[src/rtl/rr_arbiter8_pkg.sv]
// Shared definitions for the 8-way round-robin arbiter.
//   state_t    : FSM encoding (IDLE / GRANT)
//   NUM_REQ    : number of requesters
//   IDX_W      : width of a requester index
//   HOLD_W     : width of the grant hold counter
//   IDLE_GNT_N : active-low grant vector with no grant
package rr_arbiter8_pkg;

    localparam int unsigned NUM_REQ = 8;
    localparam int unsigned IDX_W   = 3;
    localparam int unsigned HOLD_W  = 8;

    localparam logic [NUM_REQ-1:0] IDLE_GNT_N = 8'hFF;

    typedef enum logic {
        IDLE  = 1'b0,
        GRANT = 1'b1
    } state_t;

endpackage : rr_arbiter8_pkg

[src/rtl/rr_arbiter8_pick.sv]
// Combinational round-robin picker.
//   req : request vector, one bit per requester
//   ptr : index where the search starts (wraps 7 -> 0)
//   any : at least one request is set
//   idx : first set request at or above ptr, wrapping
module rr_pick
    import rr_arbiter8_pkg::*;
(
    input  logic [NUM_REQ-1:0] req,
    input  logic [IDX_W-1:0]   ptr,
    output logic               any,
    output logic [IDX_W-1:0]   idx
);

    // Walk the requesters starting at ptr; the first hit wins.
    always_comb begin
        logic [IDX_W-1:0] cand;
        any  = 1'b0;
        idx  = '0;
        cand = '0;
        for (int unsigned i = 0; i < NUM_REQ; i++) begin
            cand = ptr + IDX_W'(i);
            if (!any && req[cand]) begin
                any = 1'b1;
                idx = cand;
            end
        end
    end

endmodule : rr_pick

[src/rtl/rr_arbiter8.sv]
// 8-way round-robin arbiter with forced release after MAX_HOLD grant cycles.
//   clk       : clock, rising edge
//   rst_n     : asynchronous active-low reset
//   en        : enable; low blocks new grants and releases an active one
//   req       : active-high requests
//   done      : release pulse from the current grantee
//   gnt_n     : active-low one-hot grant, all ones when idle
//   gnt_idx   : binary index of the grantee, 0 when idle
//   gnt_valid : high while a grant is active
module rr_arbiter8
    import rr_arbiter8_pkg::*;
#(
    parameter int unsigned MAX_HOLD = 16
) (
    input  logic               clk,
    input  logic               rst_n,
    input  logic               en,
    input  logic [NUM_REQ-1:0] req,
    input  logic               done,
    output logic [NUM_REQ-1:0] gnt_n,
    output logic [IDX_W-1:0]   gnt_idx,
    output logic               gnt_valid
);

    state_t              state_q, state_d;
    logic [IDX_W-1:0]    ptr_q, ptr_d;
    logic [HOLD_W-1:0]   hold_q, hold_d;
    logic [NUM_REQ-1:0]  gnt_n_q, gnt_n_d;
    logic [IDX_W-1:0]    gnt_idx_q, gnt_idx_d;
    logic                gnt_valid_q, gnt_valid_d;

    logic                pick_any;
    logic [IDX_W-1:0]    pick_idx;
    logic                release_c;

    rr_pick u_pick (
        .req (req),
        .ptr (ptr_q),
        .any (pick_any),
        .idx (pick_idx)
    );

    // Any one of these ends the current grant at the next edge.
    assign release_c = done
                    || !req[gnt_idx_q]
                    || !en
                    || (hold_q == HOLD_W'(MAX_HOLD - 1));

    // State, pointer, hold counter and output registers.
    always_ff @(posedge clk or negedge rst_n) begin
        if (!rst_n) begin
            state_q     <= IDLE;
            ptr_q       <= '0;
            hold_q      <= '0;
            gnt_n_q     <= IDLE_GNT_N;
            gnt_idx_q   <= '0;
            gnt_valid_q <= 1'b0;
        end else begin
            state_q     <= state_d;
            ptr_q       <= ptr_d;
            hold_q      <= hold_d;
            gnt_n_q     <= gnt_n_d;
            gnt_idx_q   <= gnt_idx_d;
            gnt_valid_q <= gnt_valid_d;
        end
    end

    // Next-state and next-output logic.
    always_comb begin
        state_d     = state_q;
        ptr_d       = ptr_q;
        hold_d      = hold_q;
        gnt_n_d     = gnt_n_q;
        gnt_idx_d   = gnt_idx_q;
        gnt_valid_d = gnt_valid_q;

        case (state_q)
            IDLE: begin
                if (en && pick_any) begin
                    state_d     = GRANT;
                    hold_d      = '0;
                    gnt_idx_d   = pick_idx;
                    gnt_n_d     = ~(NUM_REQ'(1) << pick_idx);
                    gnt_valid_d = 1'b1;
                end
            end
            GRANT: begin
                if (release_c) begin
                    // Always drop to IDLE so grants never switch back-to-back.
                    state_d     = IDLE;
                    ptr_d       = gnt_idx_q + IDX_W'(1);
                    gnt_n_d     = IDLE_GNT_N;
                    gnt_idx_d   = '0;
                    gnt_valid_d = 1'b0;
                end else begin
                    hold_d = hold_q + HOLD_W'(1);
                end
            end
            default: begin
                state_d = IDLE;
            end
        endcase
    end

    assign gnt_n     = gnt_n_q;
    assign gnt_idx   = gnt_idx_q;
    assign gnt_valid = gnt_valid_q;

endmodule : rr_arbiter8

[config.mk]
export PLATFORM = sky130hd
export DESIGN_NAME = rr_arbiter8
export DESIGN_NICKNAME = d
export VERILOG_FILES = /design/src/rtl/rr_arbiter8_pkg.sv /design/src/rtl/rr_arbiter8_pick.sv /design/src/rtl/rr_arbiter8.sv
export SDC_FILE = /design/constraint.sdc
export NUM_CORES = 1
export LEC_CHECK = 0
export CAP_MARGIN = 20
export CORE_ASPECT_RATIO = 0.5
export CORE_MARGIN = 1.5
export CORE_UTILIZATION = 55
export DETAILED_ROUTE_END_ITERATION = 8
export GPL_TIMING_DRIVEN = 0
export PLACE_DENSITY = 0.8
export SYNTH_ARGS = -nofsm -noshare
export SYNTH_HDL_FRONTEND = slang
export SYNTH_SLANG_ARGS = --single-unit
[constraint.sdc]
create_clock -name clk -period 3.97 [get_ports clk]
set_clock_uncertainty 0.15 [all_clocks]
set_input_delay 0.794 -clock clk [delete_from_list [all_inputs] [get_ports clk]]
set_output_delay 0.794 -clock clk [all_outputs]
set_load 0.05 [all_outputs]
==> results by group <==
Run status
  • Status: complete, no violations

Critical path
  • R2r startpoint: ptr_q[0]$_DFFE_PN0P_
  • Reg2reg end: gnt_n[0]$_DFFE_PN1P_
  • Crit start category: input pin
  • Crit path cell chain: clkdlybuf4s50_1, mux2_1, mux4_2, o32ai_4, o2111ai_4, or4_4, a21bo_1, o32a_1
  • WP data required: 4.03 ns
  • Delay-heaviest family, CP: compound AO/OA/AOI/OAI gates
  • Critical path's largest stage delay: 0.59 ns
  • Crit end category: flop
  • Reg-to-reg slack, setup: 0.18 ns
  • Critical path class: in -> reg
  • Max FO, Critical Path: 10
  • Critical path's slowest cell: or4_4
  • FF-to-FF path depth: 11
  • CP arrival: 3.87 ns
  • Bufs and invs on worst path: 1

Global routing
  • Initial antenna violation count: 0
  • Vias in the first global route: 1,670
  • First-pass GRT wire length: 8252 um
  • Largest net degree at the start of global routing: 25
  • All-Layer GR Usage: 24.97%
  • Gr ovfl total: 0

Job
  • Max Cap Violations: 0

Power
  • Maximum vdd drop: 0.4141 mV
  • Sequential share of power: 16.3%
  • Sw frac: 50.19%
  • Lkg Pwr: 1.086 nW
  • Clock group share of total power: 7.0%
  • Internal power: 1.203 mW
  • Comb pwr share: 76.7%
  • P_sw: 1.212 mW
  • Cell Pwr Density: 930.9 nW/um^2
  • Total Power: 2.414 mW

Final layout
  • Number of fill cells: 272
  • Area Overhead vs Synth: 18.46%
  • Highest-count cells in the layout ignoring fill and taps: 21 x clkdlybuf4s50_1, 18 x nand2_1, 16 x nor2_1, 15 x dfrtp_1, 14 x mux2i_1
  • Ant. Diodes: 0
  • Share of layout cells above drive strength 1: 21.49%
  • # nets final: 259
  • Final Util: 71.61%
  • Commonest non-fill, non-tap cell in the layout: clkdlybuf4s50_1

CTS
  • CTS tree: built
  • Setup Buffers After CTS: 0
  • Root Buffer Master: clkbuf_8
  • Hold buffers post-CTS: 0
  • Total CTS buffers: 3
  • CTS H-tree lvls: 1
  • Max Root-Sink Buffers: 2
  • Clock transition at path regs: 0.08 ns
  • Clock Latency Late Sink: 0.27 ns
  • CTS Sinks: 24

Floorplanning
  • Die area: 4392 um^2
  • Die Ht: 47.62 um
  • Row Count: 15
  • Num ports: 24
  • Core ar.: 3622 um^2
  • Initial Util: 60.45%
  • Die width: 92.23 um

Drt
  • Post-route ant nets: 0
  • WL/cell: 18.08 um
  • Post-Route WL: 5297 um
  • Pre-Repair DR Iteration Count: 5
  • Via-to-Cell Ratio: 6.386
  • DR DRC count: 0
  • Vias: 1,871
  • Starting DRT DRC Count: 88

STA
  • Final Hold Fails: 0
  • Slew @ Worst Pin: 0.5262 ns
  • Tcrit/Tclk final: 96.00%
  • Fmax: 262.4 MHz
  • Unrepaired setup endpoints after global routing: no
  • Max-slew violations: 0
  • Setup violations, final: 0
  • Min Tclk post-route: 3.811 ns
  • Rel. slew slack: 63.91%

Hold path
  • Origin of the worst min-delay path: gnt_n[3]$_DFFE_PN1P_
  • Hold Path Depth: 2
  • Min-delay worst type: reg -> reg
  • Worst Hold End: gnt_n[3]$_DFFE_PN1P_

Yosys
  • Yosys reg bits: 24
  • Largest area contributor in the netlist: dfrtp_1
  • Mean post-synth cell area: 10.14 um^2
  • Post-synthesis sequential area ratio: 27.89%
  • Ys Warns: 0
  • Mapped Nets: 232
  • Asr flop ratio synth: 100.0%
  • Post-synth top flop: dfrtp_1
  • Post-synth EDFFs: 0
  • Synth Instances: 216
  • Top cell type's share of synthesized area: 18.29%
  • Cell Area, Synth: 2190 um^2
  • Synth cell types: 54
  • Area contributors post-synth: dfrtp_1 18%, mux4_2 12%, dfstp_2 9.6%, mux2i_1 6.4%, mux2_2 5.1%

Placement
  • Routability cong.: 0.9273
  • Dpl hpwl: 3862 um
  • Port bufs: 21
[stage by stage]
stage | std cells | setup slack (ns) | instance area (um^2) | setup TNS [ns] | hold WS, ns
global route | 293 | 0.02344 | 2594 | 0 | 0.3265
global placement | 288 | -0.2107 | 2464 | -1.789 | 0.3029
CTS | 292 | 0.04768 | 2545 | 0 | 0.3191
floorplan | 216 | 0.3178 | 2190 | 0 | 0.3147
detailed placement | 288 | -0.2281 | 2464 | -1.796 | 0.3057
finish | 293 | 0.1586 | 2594 | 0 | 0.3149
[power by group through the flow]
stage | sequential, mW | combinational, mW | clock (mW)
final | 0.394 | 1.85 | 0.168
after global routing | 0.403 | 1.98 | 0.182
after CTS | 0.391 | 1.78 | 0.172
after detailed placement | 0.395 | 1.75 | 0
after global placement | 0.392 | 1.72 | 0
after floorplan | 0.537 | 1.23 | 0
[worst min-delay path, delay by kind of cell (launching register included)]
family | cells | cell delay, ns
buf+inv | 1 | 0.04
flops | 1 | 0.37
compound gates | 1 | 0.05
[cells in the mapped netlist (5+ instances only)]
library cell	number
a21oi_1	7
and2_1	5
buf_2	6
clkbuf_1	5
dfrtp_1	16
dfstp_2	8
inv_1	10
mux2_2	10
mux2i_1	14
mux4_2	12
nand2_1	18
nor2_1	16
nor2b_1	6
[flip-flops by register name, indices dropped and copies added (netlist names)]
name,flops
gnt_idx,3
gnt_n,8
gnt_valid,1
hold_q,8
ptr_q,3
state_q,1
[what timing repair did]
action	CTS	global route
gates cloned	0	0
resized for setup	4	5
pin swaps	0	3
setup endpoints to repair	11	11
[logic make-up after synthesis]
logic type      synth area share (%)
simple gates                   15.37
mux                            28.69
flops                          27.89
xor+xnor                       2.400
fa+ha+maj                      2.286
buf+inv                        4.800
compound gates                 18.57
[metal layers]
metal | vias to the layer above | GRT usage (%) | wire length [um]
li1 | 888 | - | -
met1 | 908 | 34.37 | 2515
met2 | 68 | 42.37 | 2488
met3 | 7 | 4.127 | 242
met4 | 0 | 7.692 | 51
met5 | - | 0 | 0
[worst max-delay path by stage]
stage,endpoint,startpoint,cells past startpoint,slack (ns)
4_1_cts,gnt_n[1]$_DFFE_PN1P_,ptr_q[1]$_DFFE_PN0P_,10,0.05
5_1_grt,gnt_n[0]$_DFFE_PN1P_,ptr_q[0]$_DFFE_PN0P_,11,0.02
2_1_floorplan,gnt_n[1]$_DFFE_PN1P_,ptr_q[0]$_DFFE_PN0P_,11,0.32
3_3_place_gp,hold_q[5]$_DFFE_PN0P_,req[1],9,-0.21
3_5_place_dp,hold_q[5]$_DFFE_PN0P_,req[1],9,-0.23
6_report,gnt_n[0]$_DFFE_PN1P_,req[1],8,0.16
[cell type report]
cell class	instances	area [um^2]	area share [%]
clock buffers	4	55.05	2.123
multi-input cells	168	1513	58.32
well taps	51	63.81	2.460
inverters	12	46.29	1.785
flip-flops and latches	24	611.8	23.59
plain buffers	12	66.31	2.557
repair buffers	22	237.7	9.165
Note: power is estimated with default switching activity, not from simulation.
